==> src/rtl/wb_pkg.sv <==
// Shared Wishbone definitions for the naive_soc memory path: the arbiter
// grant encoding, the last-winner encoding and the bus width defaults that
// wb_ram also uses.
package wb_pkg;

  localparam int WB_AW = 32;
  localparam int WB_DW = 32;

  typedef enum logic [1:0] {
    GNT_NONE = 2'b00,
    GNT_INST = 2'b01,
    GNT_DATA = 2'b10
  } gnt_t;

  // Encoding of the last-winner bit used for round-robin tie breaking.
  localparam logic LAST_INST = 1'b0;
  localparam logic LAST_DATA = 1'b1;

  // Maps a grant to the last-winner bit it should leave behind.
  function automatic logic last_of(input gnt_t g);
    return (g == GNT_DATA) ? LAST_DATA : LAST_INST;
  endfunction

endpackage

==> src/rtl/wb_arbiter2_if.sv <==
// Wishbone classic bus bundle. The master modport is the side that issues
// cycles; the slave modport is the side that answers them.
interface wb_arbiter2_if #(
  parameter int AW = 32,
  parameter int DW = 32
) ();
  localparam int SELW = DW / 8;

  logic [AW-1:0]   addr;
  logic [DW-1:0]   wdata;
  logic [SELW-1:0] sel;
  logic            we;
  logic            cyc;
  logic            stb;
  logic [DW-1:0]   rdata;
  logic            ack;

  modport master (
    output addr, wdata, sel, we, cyc, stb,
    input  rdata, ack
  );

  modport slave (
    input  addr, wdata, sel, we, cyc, stb,
    output rdata, ack
  );
endinterface

==> src/rtl/wb_arb_pick.sv <==
// Combinational winner selection for the two-master arbiter.
// Optional feature: define WB_ARB_RR_EN for round-robin tie breaking;
// otherwise ties go to the data master (fixed priority) and `last` is ignored.
module wb_arb_pick
  import wb_pkg::*;
(
  input  logic i_req,
  input  logic d_req,
  input  logic last,
  output gnt_t winner
);

  gnt_t tie_s;

`ifdef WB_ARB_RR_EN
  // The master that did not win last time takes the tie.
  assign tie_s = (last == LAST_DATA) ? GNT_INST : GNT_DATA;
`else
  logic unused_last_s;
  assign unused_last_s = last;
  assign tie_s         = GNT_DATA;
`endif

  // Single requester wins outright; two requesters defer to the tie rule.
  always_comb begin
    winner = GNT_NONE;
    if (i_req && d_req) begin
      winner = tie_s;
    end else if (d_req) begin
      winner = GNT_DATA;
    end else if (i_req) begin
      winner = GNT_INST;
    end else begin
      winner = GNT_NONE;
    end
  end

endmodule

==> src/rtl/wb_arbiter2.sv <==
// Two-master, one-slave Wishbone classic arbiter (ibus fetch + dbus
// load/store -> wb_ram). Whole cycles are granted: the owner keeps the slave
// until it drops cyc, the other master simply sees no ack.
// Optional feature macro: WB_ARB_RR_EN (round-robin ties, see wb_arb_pick).
module wb_arbiter2
  import wb_pkg::*;
#(
  parameter int AW   = WB_AW,
  parameter int DW   = WB_DW,
  parameter int SELW = DW / 8
) (
  input  logic          clk,
  input  logic          reset,
  wb_arbiter2_if.slave  i_bus,
  wb_arbiter2_if.slave  d_bus,
  wb_arbiter2_if.master s_bus
);

  gnt_t gnt_q, gnt_d, winner_s;
  logic last_q, last_d;

  wb_arb_pick u_pick (
    .i_req  (i_bus.cyc),
    .d_req  (d_bus.cyc),
    .last   (last_q),
    .winner (winner_s)
  );

  // Next grant: hold while the owner keeps cyc, otherwise hand straight to
  // whoever is requesting (the owner's cyc is already low, so the picker
  // only sees the other master or nothing).
  always_comb begin
    gnt_d  = gnt_q;
    last_d = last_q;
    case (gnt_q)
      GNT_INST: begin
        if (i_bus.cyc) gnt_d = GNT_INST;
        else           gnt_d = winner_s;
      end
      GNT_DATA: begin
        if (d_bus.cyc) gnt_d = GNT_DATA;
        else           gnt_d = winner_s;
      end
      GNT_NONE: gnt_d = winner_s;
      default:  gnt_d = GNT_NONE;
    endcase
    if (gnt_d != GNT_NONE) last_d = last_of(gnt_d);
    else                   last_d = last_q;
  end

  // Grant and last-winner registers with synchronous reset.
  always_ff @(posedge clk) begin
    if (reset) begin
      gnt_q  <= GNT_NONE;
      last_q <= LAST_INST;
    end else begin
      gnt_q  <= gnt_d;
      last_q <= last_d;
    end
  end

  // Slave-side mux: pass the owner's request through, idle bus otherwise.
  always_comb begin
    s_bus.addr  = {AW{1'b0}};
    s_bus.wdata = {DW{1'b0}};
    s_bus.sel   = {SELW{1'b0}};
    s_bus.we    = 1'b0;
    s_bus.cyc   = 1'b0;
    s_bus.stb   = 1'b0;
    case (gnt_q)
      GNT_INST: begin
        s_bus.addr  = i_bus.addr;
        s_bus.wdata = i_bus.wdata;
        s_bus.sel   = i_bus.sel;
        s_bus.we    = i_bus.we;
        s_bus.cyc   = i_bus.cyc;
        s_bus.stb   = i_bus.stb;
      end
      GNT_DATA: begin
        s_bus.addr  = d_bus.addr;
        s_bus.wdata = d_bus.wdata;
        s_bus.sel   = d_bus.sel;
        s_bus.we    = d_bus.we;
        s_bus.cyc   = d_bus.cyc;
        s_bus.stb   = d_bus.stb;
      end
      default: begin
        s_bus.addr  = {AW{1'b0}};
        s_bus.wdata = {DW{1'b0}};
        s_bus.sel   = {SELW{1'b0}};
        s_bus.we    = 1'b0;
        s_bus.cyc   = 1'b0;
        s_bus.stb   = 1'b0;
      end
    endcase
  end

  // Ack goes only to the owner; read data is broadcast and qualified by ack.
  assign i_bus.ack   = s_bus.ack & (gnt_q == GNT_INST);
  assign d_bus.ack   = s_bus.ack & (gnt_q == GNT_DATA);
  assign i_bus.rdata = s_bus.rdata;
  assign d_bus.rdata = s_bus.rdata;

endmodule
==> src/flat_wrapper.sv <==
// flat-port wrapper written by rule: the top's interface ports become plain ports
module wb_arbiter2_flat import wb_pkg::*;
#(
  parameter int AW   = WB_AW,
  parameter int DW   = WB_DW,
  parameter int SELW = DW / 8
)
  (clk, reset, i_bus_addr, i_bus_wdata, i_bus_sel, i_bus_we, i_bus_cyc, i_bus_stb, i_bus_rdata, i_bus_ack, d_bus_addr, d_bus_wdata, d_bus_sel, d_bus_we, d_bus_cyc, d_bus_stb, d_bus_rdata, d_bus_ack, s_bus_addr, s_bus_wdata, s_bus_sel, s_bus_we, s_bus_cyc, s_bus_stb, s_bus_rdata, s_bus_ack);
  wb_arbiter2_if #(.AW(AW), .DW(DW)) i_bus_i ();
  wb_arbiter2_if #(.AW(AW), .DW(DW)) d_bus_i ();
  wb_arbiter2_if #(.AW(AW), .DW(DW)) s_bus_i ();
  input  logic clk;
  input  logic reset;
  input wire logic [$bits(i_bus_i.addr)-1:0] i_bus_addr;
  input wire logic [$bits(i_bus_i.wdata)-1:0] i_bus_wdata;
  input wire logic [$bits(i_bus_i.sel)-1:0] i_bus_sel;
  input wire logic [$bits(i_bus_i.we)-1:0] i_bus_we;
  input wire logic [$bits(i_bus_i.cyc)-1:0] i_bus_cyc;
  input wire logic [$bits(i_bus_i.stb)-1:0] i_bus_stb;
  output wire logic [$bits(i_bus_i.rdata)-1:0] i_bus_rdata;
  output wire logic [$bits(i_bus_i.ack)-1:0] i_bus_ack;
  input wire logic [$bits(d_bus_i.addr)-1:0] d_bus_addr;
  input wire logic [$bits(d_bus_i.wdata)-1:0] d_bus_wdata;
  input wire logic [$bits(d_bus_i.sel)-1:0] d_bus_sel;
  input wire logic [$bits(d_bus_i.we)-1:0] d_bus_we;
  input wire logic [$bits(d_bus_i.cyc)-1:0] d_bus_cyc;
  input wire logic [$bits(d_bus_i.stb)-1:0] d_bus_stb;
  output wire logic [$bits(d_bus_i.rdata)-1:0] d_bus_rdata;
  output wire logic [$bits(d_bus_i.ack)-1:0] d_bus_ack;
  output wire logic [$bits(s_bus_i.addr)-1:0] s_bus_addr;
  output wire logic [$bits(s_bus_i.wdata)-1:0] s_bus_wdata;
  output wire logic [$bits(s_bus_i.sel)-1:0] s_bus_sel;
  output wire logic [$bits(s_bus_i.we)-1:0] s_bus_we;
  output wire logic [$bits(s_bus_i.cyc)-1:0] s_bus_cyc;
  output wire logic [$bits(s_bus_i.stb)-1:0] s_bus_stb;
  input wire logic [$bits(s_bus_i.rdata)-1:0] s_bus_rdata;
  input wire logic [$bits(s_bus_i.ack)-1:0] s_bus_ack;
  assign i_bus_i.addr = i_bus_addr;
  assign i_bus_i.wdata = i_bus_wdata;
  assign i_bus_i.sel = i_bus_sel;
  assign i_bus_i.we = i_bus_we;
  assign i_bus_i.cyc = i_bus_cyc;
  assign i_bus_i.stb = i_bus_stb;
  assign i_bus_rdata = i_bus_i.rdata;
  assign i_bus_ack = i_bus_i.ack;
  assign d_bus_i.addr = d_bus_addr;
  assign d_bus_i.wdata = d_bus_wdata;
  assign d_bus_i.sel = d_bus_sel;
  assign d_bus_i.we = d_bus_we;
  assign d_bus_i.cyc = d_bus_cyc;
  assign d_bus_i.stb = d_bus_stb;
  assign d_bus_rdata = d_bus_i.rdata;
  assign d_bus_ack = d_bus_i.ack;
  assign s_bus_addr = s_bus_i.addr;
  assign s_bus_wdata = s_bus_i.wdata;
  assign s_bus_sel = s_bus_i.sel;
  assign s_bus_we = s_bus_i.we;
  assign s_bus_cyc = s_bus_i.cyc;
  assign s_bus_stb = s_bus_i.stb;
  assign s_bus_i.rdata = s_bus_rdata;
  assign s_bus_i.ack = s_bus_ack;
  wb_arbiter2 #(.AW(AW), .DW(DW), .SELW(SELW)) u_core (.clk(clk), .reset(reset), .i_bus(i_bus_i), .d_bus(d_bus_i), .s_bus(s_bus_i));
endmodule
==> config.mk <==
export PLATFORM = sky130hd
export DESIGN_NAME = wb_arbiter2_flat
export DESIGN_NICKNAME = d
export VERILOG_FILES = /design/src/rtl/wb_pkg.sv /design/src/rtl/wb_arbiter2_if.sv /design/src/rtl/wb_arb_pick.sv /design/src/rtl/wb_arbiter2.sv /design/src/flat_wrapper.sv
export SDC_FILE = /design/constraint.sdc
export NUM_CORES = 1
export LEC_CHECK = 0
export ABC_AREA = 1
export CAP_MARGIN = 5
export CELL_PAD_IN_SITES_DETAIL_PLACEMENT = 0
export CELL_PAD_IN_SITES_GLOBAL_PLACEMENT = 2
export CORE_MARGIN = 2
export CORE_UTILIZATION = 10
export CTS_BUF_LIST = sky130_fd_sc_hd__clkbuf_8
export CTS_CLUSTER_SIZE = 10
export DETAILED_ROUTE_END_ITERATION = 7
export GPL_TIMING_DRIVEN = 0
export PLACE_DENSITY_LB_ADDON = 0.1
export SLEW_MARGIN = 20
export SYNTH_ARGS = -nofsm -noshare
export SYNTH_HDL_FRONTEND = slang
export SYNTH_HIERARCHICAL = 1
export SYNTH_SLANG_ARGS = --single-unit
==> constraint.sdc <==
create_clock -name clk -period 1.7 [get_ports clk]
set_clock_uncertainty 0.05 [all_clocks]
set_input_delay 0.34 -clock clk [delete_from_list [all_inputs] [get_ports clk]]
set_output_delay 0.34 -clock clk [all_outputs]
set_load 0.02 [all_outputs]
==> results.yml, run 1 <==
sta:
  fin_setup_tns_ns: -10.96
  maxSlewHeadroom: 0.850
  fmax_mhz: 530
  hold_viol_final: 0
  rsz0062_at_grt: "true"
  tightest_slew_ns: 0.224
  period_minus_slack_ns: 1.89
  final-max-slew-violation-count: 0
  fin_ws_ns: -0.187
  layout_worst_path_cycle_share: 1.11
  setup_viol: 72
power:
  peakVddDrop_v: 0.000200
  power_uw: 2130
  power_density_nw_per_um2: 351
  total_leakage_power_uw: 0.00241
cells_and_area:
  area_growth_pct: 232
  fin_nets: 816
  largest-register: "u_core/gnt_q"
  drive_above_1_share: 0.487
  top_regs: "u_core/gnt_q (2)"
  n_antenna_cell: 0
  largest_register_ffs: 2
  n_fill_cell: 1912
drt:
  postRouteAntennaNets: 0
  viasPerCell: 3.75
  vias: 3230
  wire_per_inst_um: 13.2
  route.detailed.drc: 0
  wirelength_um: 11400
  drtIter0Drc: 45
  first_pass_iters: 4
grt:
  grt_pass1_vias: 3233
  gr-usage-all-layers: 0.109
  grt_pass1_wl_um: 17300
  antenna_found_initial: 0
  grt_start_max_net_pins: 11
  overflow: 0
clock_network:
  path_clk_slew_ns: 0.03
  clock_sinks: 2
  htreeDepth: 1
  cts_buffers: 3
  clk_latency_ns: 0.21
  clock-root-buffer: "clkbuf_8"
  clock_path_buffers: 2
  cts_tree: "done"
worst_setup_path:
  startpoint_type: "flip-flop"
  max_stage_delay_ns: 0.35
  worstPathRequired_ns: 1.31
  critical_path_class: "flip-flop to output pin"
  worst-path-buf-inv: 5
  crit_family: "buffers and inverters"
  cpMaxStageDelayCell: "dfxtp_4"
  cp-end-kind: "output pin"
  cp.arrival_ns: 1.50
  cp_max_fo: 5
  crit_chain: "inv_4, ha_4, buf_16, buf_12, buf_8, nand2_2, a21oi_2, buf_6"
outcome:
  status: "finished with violations"
  violations: "setup timing"
place:
  place_congestion: 0.727
  hpwl_um: 8550
  io_buffers: 281
floorplan:
  die_h_um: 139
  die_w_um: 139
  dieArea_um2: 19300
  start_util: 0.102
  fp-row-count: 49
  io_pins: 314
  core_area_um2: 17900
min_path:
  hold_class: "input pin to flip-flop"
synthesis:
  synthCells: 330
  synth.cell_area_um2: 1820
  syn_nets: 511
  syn_area_per_cell_um2: 5.53
  yosys_warnings: 6
job:
  maxCapViolCount: 0
==> layer usage <==
| metal | share of wire | wire length [um] | up-vias | GRT usage |
|---|---|---|---|---|
| li1 | - | - | 1589 | - |
| met1 | 0.38 | 4300 | 1467 | 0.127 |
| met2 | 0.53 | 6050 | 166 | 0.202 |
| met3 | 0.082 | 939 | 8 | 0.0300 |
| met4 | 0.0093 | 106 | 0 | 0.0149 |
| met5 | 0 | 0 | - | 0 |
==> path summary, 6_finish.rpt <==
| kind | startpoint | end | slack [ns] | cells past startpoint |
|---|---|---|---|---|
| max | u_core/gnt_q[1] | s_bus_addr[8] | -0.19 | 8 |
| min | reset | u_core/gnt_q[1] | 0.63 | 2 |
| max reg2reg | u_core/gnt_q[1] | u_core/gnt_q[0] | 0.27 | 9 |
| min reg2reg | u_core/gnt_q[1] | u_core/gnt_q[1] | 0.66 | 4 |
==> worst reg2reg max path, delay by kind of cell, from the launching register on <==
family                   cells  cell delay (ns)
buffers and inverters        4             0.47
flip-flops                   1             0.36
AND/OR/NAND/NOR              3             0.19
adder cells (fa/ha/maj)      1             0.18
AO/OA/AOI/OAI                1             0.07
==> per-stage QoR <==
stage                     setup slack [ns]  instances  hold slack, ns  area, um2   util
after floorplan                     0.0321        330           0.361       1820      -
after global placement              -0.720        840           0.658       4920  0.275
after detailed placement            -0.738        840           0.653       4920  0.275
after CTS                           -0.205        859           0.631       5480  0.306
after global routing                -0.265        862           0.642       6060  0.338
final                               -0.187        862           0.632       6060  0.338
==> power breakdown <==
group	internal, uW	total [uW]	switching, uW
clock network	149	184	34.7
logic	1070	1890	819
registers	51.0	57.5	6.46
==> layout by cell type (no fill, tap or decap) <==
master and n:
clkdlybuf4s50_1 208, buf_4 95, nand2_1 93, buf_6 51
a21oi_2 51, nand2_2 34, nand2_4 19, buf_8 11
a21oi_4 11, a21oi_1 10, buf_12 9, buf_16 6
clkbuf_16 6, inv_1 6, clkbuf_8 3, nor2_1 3
ha_4 3, inv_4 2, dfxtp_4 2, inv_8 1
inv_12 1, inv_2 1, nor2_2 1, o21ai_1 1
o21ai_0 1, nand3_2 1, nand3_1 1, ha_1 1
clkbuf_1 1
==> area by class of cell <==
type | instances | area, um2 | share of cell area
repair buffers | 301 | 3170 | 0.524
multi-input cells | 230 | 1580 | 0.261
plain buffers | 86 | 861 | 0.142
well taps | 229 | 287 | 0.0473
inverters | 10 | 55.1 | 0.00909
flip-flops and latches | 2 | 47.5 | 0.00785
clock buffers | 3 | 41.3 | 0.00682
repair inverters | 1 | 11.3 | 0.00186
==> repair_timing <==
item / in CTS / in global routing
resized for setup: 479 / 139
hold buffers: 0 / 0
pin swaps: 22 / 24
setup buffers: 8 / 1
cloned: 9 / 5
setup endpoints to repair: 73 / 73
No activity file was read; power rests on OpenSTA's default activity.
==> inputs of run 2 (changes only) <==
--- a/constraint.sdc
+++ b/constraint.sdc
@@ -3,3 +3,3 @@
 set_input_delay 0.34 -clock clk [delete_from_list [all_inputs] [get_ports clk]]
 set_output_delay 0.34 -clock clk [all_outputs]
-set_load 0.02 [all_outputs]
+set_load 0.05 [all_outputs]
==> run 2 against run 1 <==
Compared with the run above:
- the run still ends with setup timing left
- clock power hardly changed
- flip-flop and latch count stayed put
- power grew 23%
- highest routed layer unchanged
==> results.yml, run 2 (synthesis gave the netlist of run 1 again) <==
outcome:
  status: "finished with violations"
  violations: "setup timing"
place:
  io_buffers: 281
  place_congestion: 0.770
  hpwl_um: 9090
clock_network:
  path_clk_slew_ns: 0.03
  clock-root-buffer: "clkbuf_8"
  cts_buffers: 3
  htreeDepth: 1
  clk_latency_ns: 0.21
  clock_path_buffers: 2
  cts_hold_buf: 0
  cts_tree: "done"
  clock_sinks: 2
power:
  power_density_nw_per_um2: 400
  power_frac_seq: 0.022
  clkPwrFrac: 0.071
  p_sw_frac: 0.495
  peakVddDrop_v: 0.000144
  combPwrFrac: 0.907
  total_leakage_power_uw: 0.00247
  p_switching_uw: 1290
  p_int_uw: 1320
sta:
  fin_setup_tns_ns: -13.83
  setup_viol: 73
  final-max-slew-violation-count: 0
  period_minus_slack_ns: 1.96
  hold_viol_final: 0
  hold_slack_ns: 0.639
  maxSlewHeadroom: 0.661
  layout_worst_path_cycle_share: 1.16
  fin_ws_ns: -0.264
  rsz0062_at_grt: "true"
  fmax_mhz: 509
  tightest_slew_ns: 0.508
drt:
  postRouteAntennaNets: 0
  viasPerCell: 3.67
  drtIter0Drc: 43
  wire_per_inst_um: 13.3
  vias: 3170
  first_pass_iters: 4
  wirelength_um: 11500
  route.detailed.drc: 0
worst_setup_path:
  reg2reg_from: "u_core/gnt_q[1]"
  cp_max_fo: 7
  worstPathRequired_ns: 1.31
  critical_path_class: "flip-flop to output pin"
  cp.arrival_ns: 1.57
  crit_chain: "inv_4, ha_4, buf_12, buf_16, clkbuf_16, nand2_1, a21oi_2, buf_6"
  cpMaxStageDelayCell: "dfxtp_4"
  max_stage_delay_ns: 0.35
  crit_start: "u_core/gnt_q[1]"
  cp-end-kind: "output pin"
  startpoint_type: "flip-flop"
cells_and_area:
  drive_above_1_share: 0.547
  layout_commonest_cell: "clkdlybuf4s50_1"
  fin_nets: 817
  top_regs: "u_core/gnt_q (2)"
  n_antenna_cell: 0
  n_fill_cell: 1883
  area_growth_pct: 258
  largest-register: "u_core/gnt_q"
  largest_register_ffs: 2
  layout_common_cells: "208 x clkdlybuf4s50_1, 70 x buf_4, 65 x nand2_1, 64 x nand2_2, 63 x buf_6"
min_path:
  hp-start: "reset"
  hold_class: "input pin to flip-flop"
floorplan:
  dieArea_um2: 19300
  die_h_um: 139
  die_w_um: 139
  core_area_um2: 17900
  fp-row-count: 49
  io_pins: 314
  start_util: 0.102
grt:
  grt_start_max_net_pins: 12
  grt_pass1_vias: 3306
  grt_pass1_wl_um: 17500
  antenna_found_initial: 0
  gr-usage-all-layers: 0.110
  overflow: 0
job:
  maxCapViolCount: 0
run 2: cell count changes in the layout (fill, tap and decap cells not counted), moves of 2 or more:
cell       delta
nand2_1      -28
buf_8        +12
buf_6        +12
buf_16        -3
a21oi_4      +29
buf_12        +2
clkbuf_16     +3
buf_4        -25
nand2_4       -2
a21oi_2      -20
nand2_2      +30
a21oi_1       -9
run 2: cell type report:
type / instances / area [um2] / area share
buffer: 88 / 897 / 0.137
inverter: 10 / 50.0 / 0.00767
clock buffer: 3 / 41.3 / 0.00633
sequential: 2 / 47.5 / 0.00729
multi-input combinational: 230 / 1890 / 0.290
timing repair buffer: 301 / 3310 / 0.507
tap: 229 / 287 / 0.0439
run 2: power groups by stage:
stage / sequential, uW / clock, uW / combinational [uW]
2_1_floorplan: 54.2 / 0 / 1210
3_3_place_gp: 54.7 / 0 / 1960
3_5_place_dp: 55.1 / 0 / 1960
5_1_grt: 59.5 / 200 / 2490
6_report: 58.3 / 185 / 2370
4_1_cts: 58.1 / 191 / 2340
run 2: final timing paths:
path,slack (ns),cells past startpoint,to
worst max-delay path,-0.26,8,s_bus_wdata[26]
worst min-delay path,0.64,2,u_core/gnt_q[1]
worst max register to register,0.31,9,u_core/gnt_q[0]
worst min register to register,0.67,4,u_core/gnt_q[1]
run 2: worst max-delay path, delay by kind of cell (launching register included):
kind,cells,cell delay [ns]
AOI/OAI and AO/OA,1,0.16
and+or+nand+nor,1,0.06
buffers and inverters,5,0.64
DFF,1,0.35
adders and majority gates,1,0.16
run 2: what timing repair did:
item / in CTS / in global routing
pin swaps: 12 / 22
cloned: 10 / 3
buffers inserted: 7 / 3
endpoints found under the setup margin: 73 / 73
resized for setup: 618 / 69
run 2: through the flow:
| step | area [um2] | instances | worst slack, ns | utilization | total power (uW) |
|---|---|---|---|---|---|
| 6_report | 6530 | 863 | -0.264 | 0.365 | 2610 |
| 5_1_grt | 6530 | 863 | -0.316 | 0.365 | 2750 |
| 4_1_cts | 6290 | 860 | -0.271 | 0.351 | 2590 |
| 3_5_place_dp | 5460 | 840 | -0.820 | 0.305 | 2010 |
| 3_3_place_gp | 5460 | 840 | -0.806 | 0.305 | 2010 |
| 2_1_floorplan | 2360 | 330 | -0.0813 | - | 1270 |
run 2: routing by layer:
layer | routed length [um] | track usage
met5 | 0 | 0
met4 | 63 | 0.0112
met3 | 901 | 0.0283
met2 | 6290 | 0.219
met1 | 4240 | 0.119
==> RTL change (flow settings as in run 2) <==
Set the package constant `WB_DW` to 64 (it was 32).
--- a/src/rtl/wb_pkg.sv
+++ b/src/rtl/wb_pkg.sv
@@ -4,7 +4,7 @@
 package wb_pkg;
 
   localparam int WB_AW = 32;
-  localparam int WB_DW = 32;
+  localparam int WB_DW = 64;
 
   typedef enum logic [1:0] {
     GNT_NONE = 2'b00,
Interface: changed (9 resized); port bits go from 314 to 518. The function was not compared with the original's and may differ.
==> RTL change against run 2 <==
- the flow still finishes with violations (setup timing)
- sequential cell count unchanged
- final area rose by 50%
- worst setup slack got worse by 0.031 ns
- power is 52% higher
- area after synthesis increased by 51%
- wire length is 86% higher
- count of clock-buffer cells in the layout is the same
- sequential share of layout area down 0.24 points
- critical path type unchanged
==> RTL change: results (changes against run 2) <==
Syn. warnings: 6 (unchanged)
DR WL met3: 1.94 mm (was 901 µm)
share of layout cells above drive strength 1: 44.5% (was 54.7%)
H-Tree Depth: 1 (unchanged)
setup tns final: -25.73 ns (was -13.83 ns)
DP Area: 8180 µm² (was 5460 µm²)
Synthesized Nets: 799 (was 511)
Port Buffers: 453 (was 281)
WP data arrival: 1.60 ns (was 1.57 ns)
CTS root buf: clkbuf_8 (unchanged)
top flop regs: u_core/gnt_q: 2 flops (unchanged)
Final nets: 1284 (was 817)
Filler Cell Count: 2858 (was 1883)
final wirelength: 21.4 mm (was 11.5 mm)
Detail Placement HPWL: 17.4 mm (was 9.09 mm)
vias: 4844 (was 3170)
status: finished, violations left (unchanged)
worst setup margin: -0.295 ns (was -0.264 ns)
Worst Tran Pin Value: 0.532 ns (was 0.508 ns)
drt pass-1 iters: 4 (unchanged)
CP max FO: 8 (was 7)
initial DRC count: 80 (was 43)
GR Util All Layers: 12.5% (was 11.0%)
largest net degree at the start of global routing: 11 (was 12)
GP Congestion: 0.703 (was 0.770)
Critical-path top delay cell: dfxtp_4 (unchanged)
Top Layer Used: met5 (was met4)
failing checks: setup timing (unchanged)
first-pass GRT wire length: 27.5 mm (was 17.5 mm)
CTS Buf Count: 3 (unchanged)
drt drc: 0 (unchanged)
vias in the first global route: 4439 (was 3306)
leakage: 0.00372 µW (was 0.00247 µW)
initial antenna violation count: 2 (was 0)
met1 WL: 7.42 mm (was 4.24 mm)
Post-Place Worst Slack: -1.07 ns (was -0.820 ns)
metal2 WL: 11.8 mm (was 6.29 mm)
Worst-path clk slew: 0.03 ns (about the same)
Final setup viols: 109 (was 73)
clock insertion delay at the later pin of the skew report: 0.21 ns (about the same)
CP peak stage delay: 0.37 ns (was 0.35 ns)
Worst VDD drop: 0.154 mV (was 0.144 mV)
CTS max path bufs: 2 (unchanged)
[RTL change: through the flow]
| step | hold slack (ns) | cells | power [µW] |
|---|---|---|---|
| 3_3_place_gp | 0.632 | 1308 | 3120 |
| 6_report | 0.664 | 1339 | 3970 |
| 3_5_place_dp | 0.629 | 1308 | 3100 |
| 2_1_floorplan | 0.354 | 514 | 1900 |
| 4_1_cts | 0.635 | 1314 | 3380 |
| 5_1_grt | 0.682 | 1338 | 4170 |
[RTL change: routing by layer]
| metal | GRT usage, % | up-vias |
|---|---|---|
| met5 | 0 | - |
| met4 | 2.16 | 2 |
| met3 | 4.16 | 12 |
| met2 | 24.6 | 240 |
| met1 | 12.8 | 2120 |
| li1 | - | 2470 |
[RTL change: power breakdown]
group | switching [µW] | leakage [µW] | total [µW] | internal, µW
logic | 1980 | 0.00368 | 3730 | 1760
clock network | 33.6 | 0.0000216 | 183 | 149
registers | 6.76 | 0.0000178 | 57.8 | 51.0
[RTL change: worst max-delay path, delay by kind of cell (launching register included)]
family          cells  cell delay, ns
flops               1            0.37
buf+inv             5            0.58
fa+ha+maj           1            0.30
compound gates      1            0.13
[RTL change: final timing paths]
path | start | endpoint | slack (ns) | cells past startpoint
max | u_core/gnt_q[0] | s_bus_addr[10] | -0.29 | 7
min | reset | u_core/gnt_q[0] | 0.66 | 2
max reg2reg | u_core/gnt_q[1] | u_core/gnt_q[1] | 0.24 | 9
min reg2reg | u_core/gnt_q[1] | u_core/gnt_q[0] | 0.67 | 4
[RTL change: layout make-up]
class / count / area, µm² / area share [%]
antenna: 1 / 2.50 / 0.0256
sequential: 2 / 47.5 / 0.486
timing repair inverter: 1 / 16.3 / 0.166
timing repair buffer: 479 / 5250 / 53.6
tap: 341 / 427 / 4.36
multi-input combinational: 338 / 2420 / 24.7
buffer: 164 / 1530 / 15.7
clock buffer: 3 / 41.3 / 0.422
inverter: 10 / 50.0 / 0.512
[RTL change: timing repair]
action | in CTS | in global routing
cloned | 1 | 17
hold buffers | 0 | 0
resized for setup | 709 | 294
pin swaps | 0 | 12
endpoints found under the setup margin | 109 | 109
setup buffers | 2 | 7
